==> config.mk <==
export PLATFORM = sky130hd
export DESIGN_NAME = time_counter
export DESIGN_NICKNAME = d
export VERILOG_FILES = /design/src/rtl/clock_pkg.sv /design/src/rtl/tick_gen.sv /design/src/rtl/time_counter.sv
export SDC_FILE = /design/constraint.sdc
export NUM_CORES = 1
export LEC_CHECK = 0
export CELL_PAD_IN_SITES_DETAIL_PLACEMENT = 0
export CELL_PAD_IN_SITES_GLOBAL_PLACEMENT = 1
export CORE_AREA = 4 4 67 94
export DETAILED_ROUTE_END_ITERATION = 8
export DIE_AREA = 0 0 71 98
export GPL_ROUTABILITY_DRIVEN = 0
export HOLD_SLACK_MARGIN = 0.03
export PLACE_DENSITY = 0.94
export SYNTH_ARGS = -nofsm -noshare
export SYNTH_HDL_FRONTEND = slang
export SYNTH_SLANG_ARGS = --single-unit
==> constraint.sdc <==
create_clock -name clk -period 6.8 [get_ports clk]
set_input_delay 1.36 -clock clk [delete_from_list [all_inputs] [get_ports clk]]
set_output_delay 1.36 -clock clk [all_outputs]
set_load 0.01 [all_outputs]
==> src/rtl/clock_pkg.sv <==
// Shared types and limits for the 12-hour time-of-day counter.
package clock_pkg;

   typedef enum logic [1:0] {
      RUN   = 2'd0,
      SET_H = 2'd1,
      SET_M = 2'd2,
      SET_S = 2'd3
   } set_state_t;

   localparam logic [5:0] MAX_SEC    = 6'd59;
   localparam logic [5:0] MAX_MIN    = 6'd59;
   localparam logic [3:0] MAX_HOUR   = 4'd12;
   localparam logic [3:0] RESET_HOUR = 4'd12;

   // 12-hour wrap: 12 is followed by 1, never by 0 or 13.
   function automatic logic [3:0] next_hour(input logic [3:0] h);
      return (h == MAX_HOUR) ? 4'd1 : h + 4'd1;
   endfunction

endpackage

==> src/rtl/tick_gen.sv <==
// Prescaler dividing clk down to a one-cycle strobe every CLK_HZ cycles.
module tick_gen #(
   parameter int unsigned CLK_HZ = 50_000_000
) (
   input  logic clk,
   input  logic rst,
   input  logic en,
   output logic tick
);

   localparam int unsigned CW = (CLK_HZ > 1) ? $clog2(CLK_HZ) : 1;
   localparam logic [CW-1:0] TERM = CW'(CLK_HZ - 1);

   logic [CW-1:0] count;
   logic [CW-1:0] count_next;

   always_comb begin
      count_next = (count == TERM) ? '0 : count + 1'b1;
   end

   // tick is registered from the next count so it is high exactly while count==TERM.
   always_ff @(posedge clk) begin
      if (rst || !en) begin
         count <= '0;
         tick  <= 1'b0;
      end else begin
         count <= count_next;
         tick  <= (count_next == TERM);
      end
   end

endmodule

==> src/rtl/time_counter.sv <==
// 12-hour clock with AM/PM, 1 Hz run mode and a button-driven field set mode.
module time_counter
   import clock_pkg::*;
#(
   parameter int unsigned CLK_HZ = 50_000_000
) (
   input  logic       clk,
   input  logic       rst,
   input  logic       mode_btn,
   input  logic       inc_btn,
   output logic [3:0] hours,
   output logic [5:0] mins,
   output logic [5:0] secs,
   output logic       pm,
   output logic [1:0] set_field,
   output logic       sec_tick
);

   set_state_t state;
   logic       run_en;

   // Dropping enable on the mode press clears the prescaler on the same edge
   // that leaves RUN, and keeps it at 0 on the edge that returns to RUN.
   assign run_en = (state == RUN) && !mode_btn;

   tick_gen #(.CLK_HZ(CLK_HZ)) u_tick_gen (
      .clk  (clk),
      .rst  (rst),
      .en   (run_en),
      .tick (sec_tick)
   );

   assign set_field = state;

   always_ff @(posedge clk) begin
      if (rst) begin
         state <= RUN;
         hours <= RESET_HOUR;
         mins  <= '0;
         secs  <= '0;
         pm    <= 1'b0;
      end else begin
         unique case (state)
            RUN: begin
               if (mode_btn) state <= SET_H;
               if (sec_tick) begin
                  if (secs == MAX_SEC) begin
                     secs <= '0;
                     if (mins == MAX_MIN) begin
                        mins  <= '0;
                        hours <= next_hour(hours);
                        if (hours == MAX_HOUR - 4'd1) pm <= ~pm;
                     end else begin
                        mins <= mins + 6'd1;
                     end
                  end else begin
                     secs <= secs + 6'd1;
                  end
               end
            end
            SET_H: begin
               if (mode_btn) begin
                  state <= SET_M;
               end else if (inc_btn) begin
                  hours <= next_hour(hours);
                  if (hours == MAX_HOUR - 4'd1) pm <= ~pm;
               end
            end
            SET_M: begin
               if (mode_btn)     state <= SET_S;
               else if (inc_btn) mins  <= (mins == MAX_MIN) ? '0 : mins + 6'd1;
            end
            SET_S: begin
               if (mode_btn)     state <= RUN;
               else if (inc_btn) secs  <= (secs == MAX_SEC) ? '0 : secs + 6'd1;
            end
            default: state <= RUN;
         endcase
      end
   end

endmodule

==> reports/summary.txt, run 1 <==
antenna-violating nets left -> 0
Final Util -> 0.5205
fin crit share -> 0.4297
fin cells -> 390
# DRC -> 0
largest family of logic cells by synthesized area -> simple AND/OR/NAND/NOR gates
port bufs -> 23
area grow syn2layout -> 14.74%
Placement Rows -> 32
post-synth top area cell -> dfxtp_1
crit-path cells -> clkdlybuf4s50_1 -> nand2b_1 -> a21oi_1 -> nand2_1 -> o31ai_1 -> nor2_1
most common cell in the netlist -> nor2_1
Ant. Diodes -> 0
routed wire length -> 5449 µm
post-CTS setup buffer count -> 0
Post-synth top cells -> 51 x nor2_1, 46 x dfxtp_1, 31 x nand2_1
Setup Skew -> 0.01003 ns
CTS Sinks -> 46
share of layout cells above drive strength 1 -> 0.05901
Worst path max stage delay -> 0.46 ns
Final Instance Area -> 2834 µm²
top cell type's share of synthesized area -> 0.3728
Final Slew Violations -> 0
CTS tree -> yes
Synth Flop Type -> dfxtp_1
setup violators final -> 0
io pins -> 24
sequential area share after synthesis -> 0.3728
Worst-Skew Late Latency -> 0.30 ns
EDFF count, synth -> 0
Critical-path top delay cell -> clkdlybuf4s50_1
worst-case clock buffer depth -> 2
Final min period -> 2.922 ns
Avg Cell Area, Syn -> 8.206 µm²
unrepaired setup endpoints after global routing -> no
core region area -> 5445 µm²
final setup TNS -> 0 ns
CP max FO -> 4
post_cts resized -> 0
ys async rst share -> 0
DP HPWL -> 4148 µm
initial core utilization -> 0.4536
Clock Pin Slew Worst Setup and Hold Paths -> 0.07 ns
largest net degree at the start of global routing -> 22
xor/xnor share of the synthesized area -> 0.1099
main area contributors after synthesis -> dfxtp_1 37%, nor2_1 7.8%, xor2_1 6.7%, nand2_1 4.7%, ha_1 4.6%
CP arrival -> 3.09 ns
routed vias/inst -> 5.556
first-pass GRT wire length -> 9535 µm
Synth Instances -> 301
Leakage -> 0.9605 nW
via count -> 2167
GR Overflow Total -> 0
Iter 0 DRT Violations -> 63
Die Width -> 71 µm
hold_buf cts -> 0
Setup crit end kind -> register
YS warnings -> 0
total track usage -> 0.1651
H-tree depth -> 2
Rel. slew slack -> 0.5663
Pre-Repair DR Iteration Count -> 4
DP Area -> 2743 µm²
PD cells -> 188.7 nW/µm²
post-synthesis cell type count -> 45
required time of the critical path -> 6.97 ns
Fillers -> 544
Syn Std Cell Area -> 2470 µm²
Setup CP Type -> in -> reg
Hold Vio Cnt, Final -> 0
CP Buf/Inv Count -> 1
placed insts -> 382
Die ar. -> 6958 µm²
syn_nets -> 314
die height -> 98 µm
slew at the pin with the worst max-slew slack -> 0.6445 ns
Max Freq -> 342.3 MHz
number of global-route vias before repair -> 2139
Layout Nets -> 334
Synth Area in Simple Gates -> 0.3131
VDD IR max -> 0.1016 mV
Clock Tree Root -> clkbuf_8
routed wire length per instance -> 13.97 µm
number of max-cap violations -> 0
Tightest Hold Check Type -> reg -> reg
Worst path top cell family by delay -> compound AO/OA/AOI/OAI gates
post-synthesis mux area share -> 0.02888
status -> finished, final reports clean
post-synthesis adder-cell area fraction -> 0.04559
initial antenna violation count -> 0
complex-gate fraction of the synthesized area -> 0.09574
synthesis-stage register bit count -> 46
Num CTS Buffers -> 5
crit start category -> primary input
[worst reg2reg max path: stages (launching register included)]
cell and delay [ns]:
dfxtp_1 0.52, nand4_4 0.19, or4_4 0.64, xor2_1 0.19, o21bai_1 0.17, or4_4 0.52, a2111oi_2 0.20
[cells in the final DEF (no fill, tap or decap), types with 7 or more instances in the layout]
cell / instances
nor4_1: 7
nand3_1: 13
dfxtp_1: 46
nand2_1: 31
a21oi_1: 15
nor2_1: 51
ha_1: 9
clkdlybuf4s50_1: 23
nand4_1: 12
o21ai_0: 11
xor2_1: 19
inv_1: 9
xnor2_1: 12
[sequential cells by signal, indices dropped and copies added (netlist names)]
| signal | count |
|---|---|
| pm | 1 |
| secs | 6 |
| u_tick_gen.count | 26 |
| mins | 6 |
| set_field | 2 |
| hours | 4 |
| u_tick_gen.tick | 1 |
[final timing paths]
kind	from	endpoint	slack, ns	cells past startpoint
worst max-delay path	mode_btn	secs[0]	3.88	6
worst min-delay path	secs[5]	secs[5]	0.51	2
worst max register to register	u_tick_gen.count[2]	u_tick_gen.tick	4.28	6
worst min register to register	secs[5]	secs[5]	0.51	2
[layer usage]
| layer | part of all wire | vias to the layer above | global-route usage |
|---|---|---|---|
| met2 | 0.52 | 57 | 0.3088 |
| met3 | 0.038 | 12 | 0.02678 |
| li1 | - | 1089 | - |
| met1 | 0.42 | 1009 | 0.1770 |
| met5 | 0 | - | 0 |
| met4 | 0.029 | 0 | 0.07381 |
[layout make-up]
| type | instances | area (µm²) | share of cell area |
|---|---|---|---|
| Timing Repair Buffer | 24 | 237.7 | 0.08389 |
| Clock inverter | 1 | 5.005 | 0.001766 |
| Clock buffer | 7 | 86.33 | 0.03046 |
| Tap cell | 68 | 85.08 | 0.03002 |
| Multi-Input combinational cell | 235 | 1465 | 0.5170 |
| Sequential cell | 46 | 920.9 | 0.3249 |
| Inverter | 9 | 33.78 | 0.01192 |
[metrics by stage]
step	hold WS [ns]	worst slack [ns]	power (mW)
floorplan	0.4671	4.268	0.3413
global placement	0.4891	3.616	0.3683
detailed placement	0.4989	3.576	0.3707
CTS	0.5114	3.888	0.5424
global route	0.5615	3.706	0.5621
finish	0.5067	3.878	0.5348
[report_power, final]
group | internal, mW | total, mW | leakage, nW | switching (mW)
clock network | 0.0821 | 0.171 | 0.0482 | 0.0885
registers | 0.278 | 0.291 | 0.372 | 0.0131
logic | 0.0356 | 0.0732 | 0.541 | 0.0376
[kinds of logic (layout without fill, tap and decap cells)]
logic type	count (synthesis)	in the layout
AOI/OAI and AO/OA	39	39
xor gates and xnor gates	31	31
adders and majority gates	9	9
buffers and inverters	20	41
DFF	46	46
muxes	7	7
and+or+nand+nor	149	149
Power figures use the tool's default switching activity.
==> inputs of run 2 (changes only) <==
--- a/config.mk
+++ b/config.mk
@@ -7,12 +7,12 @@
 export LEC_CHECK = 0
 export CELL_PAD_IN_SITES_DETAIL_PLACEMENT = 0
 export CELL_PAD_IN_SITES_GLOBAL_PLACEMENT = 1
-export CORE_AREA = 4 4 67 94
+export CORE_AREA = 4 4 74 103
 export DETAILED_ROUTE_END_ITERATION = 8
-export DIE_AREA = 0 0 71 98
+export DIE_AREA = 0 0 78 107
 export GPL_ROUTABILITY_DRIVEN = 0
 export HOLD_SLACK_MARGIN = 0.03
-export PLACE_DENSITY = 0.94
+export PLACE_DENSITY = 0.84
 export SYNTH_ARGS = -nofsm -noshare
 export SYNTH_HDL_FRONTEND = slang
 export SYNTH_SLANG_ARGS = --single-unit
==> constraint.sdc (replaced) <==
create_clock -name clk -period 2.6 [get_ports clk]
set_input_delay 0.52 -clock clk [delete_from_list [all_inputs] [get_ports clk]]
set_output_delay 0.52 -clock clk [all_outputs]
set_load 0.01 [all_outputs]
==> run 2 against run 1 <==
Largest cell class unchanged. Worst hold slack better by 0.0096 ns. Cell count rose by 7.4%. Count of clock-buffer cells in the layout fell by 1. Core utilization is 8.1 points lower. Non-clock buffer count is 5 higher. Die area increased by 20%. Power grew to 2.6 times the previous value. Clock power rose to 2.6 times the previous value. Sequential share of layout area fell by 0.80 points. Largest power group unchanged. Sequential power grew to 2.6 times the previous value. Combinational power grew to 2.6 times the previous value.
==> reports/summary.txt, run 2 (synthesized netlist as in run 1, its figures left out) <==
Clock Tree Root -> clkbuf_8 (unchanged)
Worst-Skew Late Latency -> 0.29 ns (was 0.30 ns)
CP Buf/Inv Count -> 0 (was 1)
Final Util -> 0.4394 (was 0.5205)
most used cell, CP -> or4_4
required time of the critical path -> 2.79 ns (was 6.97 ns)
met1 usage in global routing -> 0.1502 (was 0.1770)
Fillers -> 678 (was 544)
Worst path top cell family by delay -> simple AND/OR/NAND/NOR gates (was compound AO/OA/AOI/OAI gates)
routed vias/inst -> 5.193 (was 5.556)
Final Instance Area -> 2905 µm² (was 2834 µm²)
CTS tree -> yes (unchanged)
Leakage -> 0.9848 nW (was 0.9605 nW)
Hold Vio Cnt, Final -> 0 (unchanged)
initial antenna violation count -> 0 (unchanged)
Ant. Diodes -> 0 (unchanged)
GRT busiest layer -> met2 (unchanged)
Sequential Area -> 920.9 µm² (unchanged)
Die Width -> 78 µm (was 71 µm)
crit start category -> register (was primary input)
worst-case clock buffer depth -> 2 (unchanged)
Worst path max stage delay -> 0.62 ns (was 0.46 ns)
unrepaired setup endpoints after global routing -> no (unchanged)
Final min period -> 2.449 ns
GR Overflow Total -> 0 (unchanged)
Rel. slew slack -> 0.6666 (was 0.5663)
Critical-path top delay cell -> or4_4 (was clkdlybuf4s50_1)
number of global-route vias before repair -> 2133 (was 2139)
io pins -> 24 (unchanged)
CTS Sinks -> 46 (unchanged)
Clock Pin Slew Worst Setup and Hold Paths -> 0.09 ns (was 0.07 ns)
Setup CP Type -> reg -> reg (was in -> reg)
port bufs -> 23 (unchanged)
# DRC -> 0 (unchanged)
first-pass GRT wire length -> 9384 µm (was 9535 µm)
DP Area -> 2810 µm² (was 2743 µm²)
via count -> 2176 (was 2167)
CP arrival -> 2.64 ns (was 3.09 ns)
share of layout cells above drive strength 1 -> 0.07645 (was 0.05901)
global routing usage on met3 -> 0.02941 (was 0.02678)
largest net degree at the start of global routing -> 22 (unchanged)
Die ar. -> 8346 µm² (was 6958 µm²)
H-tree depth -> 2 (unchanged)
slew at the pin with the worst max-slew slack -> 0.4958 ns (was 0.6445 ns)
commonest non-fill, non-tap cell in the layout -> nor2_1 (unchanged)
Pre-Repair DR Iteration Count -> 4 (unchanged)
Setup Skew -> 0.006346 ns (was 0.01003 ns)
post_cts resized -> 0 (unchanged)
die height -> 107 µm (was 98 µm)
Layout Nets -> 339 (was 334)
total track usage -> 0.1377 (was 0.1651)
routed wire length per instance -> 12.81 µm (was 13.97 µm)
VDD IR max -> 0.2414 mV (was 0.1016 mV)
status -> finished, final reports clean (unchanged)
DP HPWL -> 4110 µm (was 4148 µm)
M2 GR Usage -> 0.2488 (was 0.3088)
post-CTS setup buffer count -> 0 (unchanged)
Placement Rows -> 35 (was 32)
routed wire length -> 5369 µm (was 5449 µm)
PD cells -> 481.8 nW/µm² (was 188.7 nW/µm²)
setup violators final -> 0 (unchanged)
final setup TNS -> 0 ns (unchanged)
core region area -> 6613 µm² (was 5445 µm²)
Final Slew Violations -> 0 (unchanged)
Top Registers -> u_tick_gen.count: 26 flops, mins: 6 flops, secs: 6 flops (unchanged)
max FFs per register -> 26 (unchanged)
Setup crit end kind -> register (unchanged)
fin worst setup slack -> 0.1505 ns (was 3.878 ns)
number of max-cap violations -> 0 (unchanged)
area grow syn2layout -> 17.63% (was 14.74%)
Num CTS Buffers -> 5 (unchanged)
fin crit share -> 0.9421
commonest non-fill, non-tap cells in the layout -> 51 x nor2_1, 46 x dfxtp_1, 31 x nand2_1 (unchanged)
hold_buf cts -> 0 (unchanged)
crit-path cells -> nand4_4 -> or4_4 -> xor2_1 -> o21bai_1 -> or4_4 -> a2111oi_2 (was clkdlybuf4s50_1 -> nand2b_1 -> a21oi_1 -> nand2_1 -> o31ai_1 -> nor2_1)
antenna-violating nets left -> 0 (unchanged)
Max Freq -> 408.2 MHz
Tightest Hold Check Type -> reg -> reg (unchanged)
CP max FO -> 8 (was 4)
initial core utilization -> 0.3735 (was 0.4536)
Iter 0 DRT Violations -> 58 (was 63)
Place WS -> 0.1520 ns (was 3.576 ns)
area occupied by multi-input gates -> 1465 µm² (unchanged)
Biggest register -> u_tick_gen.count (unchanged)
[run 2: worst min-delay path, stage by stage, from the launching register on]
cell and delay (ns):
dfxtp_1 0.34, o21ai_0 0.08, a21oi_1 0.06
[run 2: cell type report]
| cell class | count | share of cell area |
|---|---|---|
| repair buffers | 29 | 0.09475 |
| clock buffers | 6 | 0.02842 |
| well taps | 92 | 0.03962 |
| flip-flops and latches | 46 | 0.3170 |
| inverters | 9 | 0.01163 |
| multi-input cells | 235 | 0.5043 |
| clock inverters | 2 | 0.004307 |
[run 2: final timing paths]
| path | to | slack (ns) | from | cells past startpoint |
|---|---|---|---|---|
| hold / removal | secs[5] | 0.52 | secs[5] | 2 |
| hold reg to reg | secs[5] | 0.52 | secs[5] | 2 |
| setup reg to reg | u_tick_gen.tick | 0.15 | u_tick_gen.count[3] | 6 |
| setup / recovery | u_tick_gen.tick | 0.15 | u_tick_gen.count[3] | 6 |
[run 2: routing by layer]
metal | vias to the layer above | share of wire
met1 | 1007 | 0.43
met4 | 0 | 0.023
met5 | - | 0
met2 | 53 | 0.51
met3 | 10 | 0.042
li1 | 1106 | -
[run 2: power breakdown]
part / switching, mW / leakage [nW] / internal (mW)
registers: 0.0303 / 0.372 / 0.727
logic: 0.0976 / 0.566 / 0.0945
clock network: 0.237 / 0.0472 / 0.214
[run 2: through the flow]
| stage | hold slack [ns] | instances | power (mW) |
|---|---|---|---|
| 6_report | 0.5163 | 419 | 1.400 |
| 5_1_grt | 0.5706 | 419 | 1.484 |
| 4_1_cts | 0.5236 | 419 | 1.427 |
| 3_5_place_dp | 0.5033 | 411 | 0.9688 |
| 3_3_place_gp | 0.4844 | 411 | 0.9652 |
| 2_1_floorplan | 0.4671 | 301 | 0.8927 |
==> inputs of run 3 (changes only) <==
--- a/config.mk
+++ b/config.mk
@@ -7,12 +7,11 @@
 export LEC_CHECK = 0
 export CELL_PAD_IN_SITES_DETAIL_PLACEMENT = 0
 export CELL_PAD_IN_SITES_GLOBAL_PLACEMENT = 1
-export CORE_AREA = 4 4 74 103
+export CORE_AREA = 4 4 70 98
 export DETAILED_ROUTE_END_ITERATION = 8
-export DIE_AREA = 0 0 78 107
-export GPL_ROUTABILITY_DRIVEN = 0
+export DIE_AREA = 0 0 74 102
 export HOLD_SLACK_MARGIN = 0.03
-export PLACE_DENSITY = 0.84
+export PLACE_DENSITY = 0.88
 export SYNTH_ARGS = -nofsm -noshare
 export SYNTH_HDL_FRONTEND = slang
 export SYNTH_SLANG_ARGS = --single-unit
==> constraint.sdc (replaced) <==
create_clock -name clk -period 2.8 [get_ports clk]
set_input_delay 0.56 -clock clk [delete_from_list [all_inputs] [get_ports clk]]
set_output_delay 0.56 -clock clk [all_outputs]
set_load 0.01 [all_outputs]
==> run 3 against run 2 <==
Combinational power fell by 6%. Via count rose by 0.32%. Sequential share of layout area rose by 0.28 points. Clock skew rose by 0.0042 ns. Largest power group unchanged. Highest routed layer unchanged.
==> reports/summary.txt, run 3 (synthesized netlist as in run 1, its figures left out) <==
total track usage -> 0.1510 (was 0.1377)
number of max-cap violations -> 0 (unchanged)
GR Overflow Total -> 0 (unchanged)
Worst-Skew Late Latency -> 0.30 ns (was 0.29 ns)
first-pass GRT wire length -> 8983 µm (was 9384 µm)
Top Registers -> u_tick_gen.count: 26 flops, mins: 6 flops, secs: 6 flops (unchanged)
Final Slew Violations -> 0 (unchanged)
area grow syn2layout -> 16.62% (was 17.63%)
Num CTS Buffers -> 5 (unchanged)
# DRC -> 0 (unchanged)
routed wire length per instance -> 13.79 µm (was 12.81 µm)
hold_buf cts -> 0 (unchanged)
fin crit share -> 0.8931 (was 0.9421)
Critical R2R Capture -> u_tick_gen.tick (unchanged)
Die ar. -> 7548 µm² (was 8346 µm²)
port bufs -> 23 (unchanged)
DP HPWL -> 4177 µm (was 4110 µm)
Critical-path top delay cell -> or4_4 (unchanged)
Hold Vio Cnt, Final -> 0 (unchanged)
WHS Path Cells -> 2 (unchanged)
CTS tree -> yes (unchanged)
Setup crit end kind -> register (unchanged)
Max Freq -> 399.9 MHz (was 408.2 MHz)
Place WS -> 0.3204 ns (was 0.1520 ns)
initial antenna violation count -> 0 (unchanged)
worst r2r src -> u_tick_gen.count[3] (unchanged)
unrepaired setup endpoints after global routing -> no (unchanged)
met1 WL -> 2247 µm (was 2287 µm)
io pins -> 24 (unchanged)
initial core utilization -> 0.4060 (was 0.3735)
core region area -> 6083 µm² (was 6613 µm²)
CP arrival -> 2.70 ns (was 2.64 ns)
worst-case clock buffer depth -> 2 (unchanged)
die height -> 102 µm (was 107 µm)
VDD IR max -> 0.3023 mV (was 0.2414 mV)
slew at the pin with the worst max-slew slack -> 0.4779 ns (was 0.4958 ns)
Rel. slew slack -> 0.6784 (was 0.6666)
most used cell, CP -> or4_4 (unchanged)
antenna-violating nets left -> 0 (unchanged)
Worst path top cell family by delay -> simple AND/OR/NAND/NOR gates (unchanged)
Pre-Repair DR Iteration Count -> 4 (unchanged)
largest net degree at the start of global routing -> 22 (unchanged)
post-CTS setup buffer count -> 0 (unchanged)
hold path startpoint -> secs[5] (unchanged)
CP Buf/Inv Count -> 0 (unchanged)
via count -> 2183 (was 2176)
required time of the critical path -> 2.99 ns (was 2.79 ns)
status -> finished, final reports clean (unchanged)
Worst Hold End -> secs[5] (unchanged)
CP max FO -> 8 (unchanged)
crit start category -> register (unchanged)
routed vias/inst -> 5.499 (was 5.193)
fin cells -> 397 (was 419)
Clock Tree Root -> clkbuf_8 (unchanged)
crit-path cells -> nand4_4 -> or4_4 -> xor2_1 -> o21bai_1 -> or4_4 -> a2111oi_2 (unchanged)
Setup Skew -> 0.01050 ns (was 0.006346 ns)
number of cells on the worst reg-to-reg path -> 6 (unchanged)
top routing layer used -> met4 (unchanged)
critical path depth in cells -> 6 (unchanged)
Setup CP Type -> reg -> reg (unchanged)
reg2reg setup slack -> 0.30 ns (was 0.15 ns)
Clock Pin Slew Worst Setup and Hold Paths -> 0.09 ns (about the same)
Ant. Diodes -> 0 (unchanged)
H-tree depth -> 2 (unchanged)
max FFs per register -> 26 (unchanged)
Final min period -> 2.501 ns (was 2.449 ns)
Leakage -> 0.9794 nW (was 0.9848 nW)
routed wire length -> 5476 µm (was 5369 µm)
Iter 0 DRT Violations -> 65 (was 58)
fin worst setup slack -> 0.2994 ns (was 0.1505 ns)
setup violators final -> 0 (unchanged)
Die Width -> 74 µm (was 78 µm)
Tightest Hold Check Type -> reg -> reg (unchanged)
number of global-route vias before repair -> 1983 (was 2133)
Worst path max stage delay -> 0.62 ns (about the same)
Biggest register -> u_tick_gen.count (unchanged)
Placement Rows -> 34 (was 35)
commonest non-fill, non-tap cells in the layout -> 51 x nor2_1, 46 x dfxtp_1, 31 x nand2_1 (unchanged)
Final GP Congestion -> 0.9024
placed insts -> 389 (was 411)
final setup TNS -> 0 ns (unchanged)
CTS Sinks -> 46 (unchanged)
post_cts resized -> 0 (unchanged)
metal2 WL -> 2704 µm (was 2737 µm)
share of layout cells above drive strength 1 -> 0.06769 (was 0.07645)
commonest non-fill, non-tap cell in the layout -> nor2_1 (unchanged)
WL met3 -> 287 µm (was 223 µm)
Layout Nets -> 337 (was 339)
PD cells -> 478.7 nW/µm² (was 481.8 nW/µm²)
==> run 3: changes by cell type in the layout (fill, tap and decap cells not counted), sizes merged <==
cell,previous run,this run
buf,6,4
bufinv,0,1
clkinv,1,0
==> run 3: worst max path at each step <==
| stage | to | start | slack, ns |
|---|---|---|---|
| 2_1_floorplan | u_tick_gen.tick | u_tick_gen.count[9] | 0.42 |
| 3_3_place_gp | secs[3] | mode_btn | 0.43 |
| 3_5_place_dp | u_tick_gen.tick | u_tick_gen.count[3] | 0.32 |
| 4_1_cts | u_tick_gen.tick | u_tick_gen.count[3] | 0.30 |
| 5_1_grt | u_tick_gen.tick | u_tick_gen.count[0] | 0.10 |
| 6_report | u_tick_gen.tick | u_tick_gen.count[3] | 0.30 |
==> run 3: stage by stage <==
stage	instance area, µm²	utilization	power (mW)	hold WS, ns
4_1_cts	2880	0.4735	1.390	0.5210
3_3_place_gp	2770	0.4554	0.8959	0.4844
5_1_grt	2880	0.4735	1.443	0.5469
6_report	2880	0.4735	1.379	0.5152
2_1_floorplan	2470	-	0.8290	0.4671
3_5_place_dp	2770	0.4554	0.8997	0.4997
==> run 3: final cells by class <==
class,instances,area [µm²]
sequential,46,920.9
multi-input combinational,235,1465
clock inverter,2,37.54
clock buffer,6,72.57
fill,616,3203
tap,72,90.09
timing repair buffer,27,260.3
inverter,9,33.78
==> run 3: layer usage <==
metal | vias up | GRT usage
met5 | - | 0
met2 | 69 | 0.2616
met1 | 995 | 0.1682
met3 | 21 | 0.02953
li1 | 1098 | -
met4 | 0 | 0.08787
==> run 3: power by group <==
part / switching, mW / internal (mW)
clock: 0.229 / 0.266
sequential: 0.0284 / 0.675
combinational: 0.0922 / 0.0874
==> run 3: tightest hold or removal path, delay by kind of cell, from the launching register on <==
family | cells | cell delay (ns)
DFF | 1 | 0.34
AOI/OAI and AO/OA | 2 | 0.14
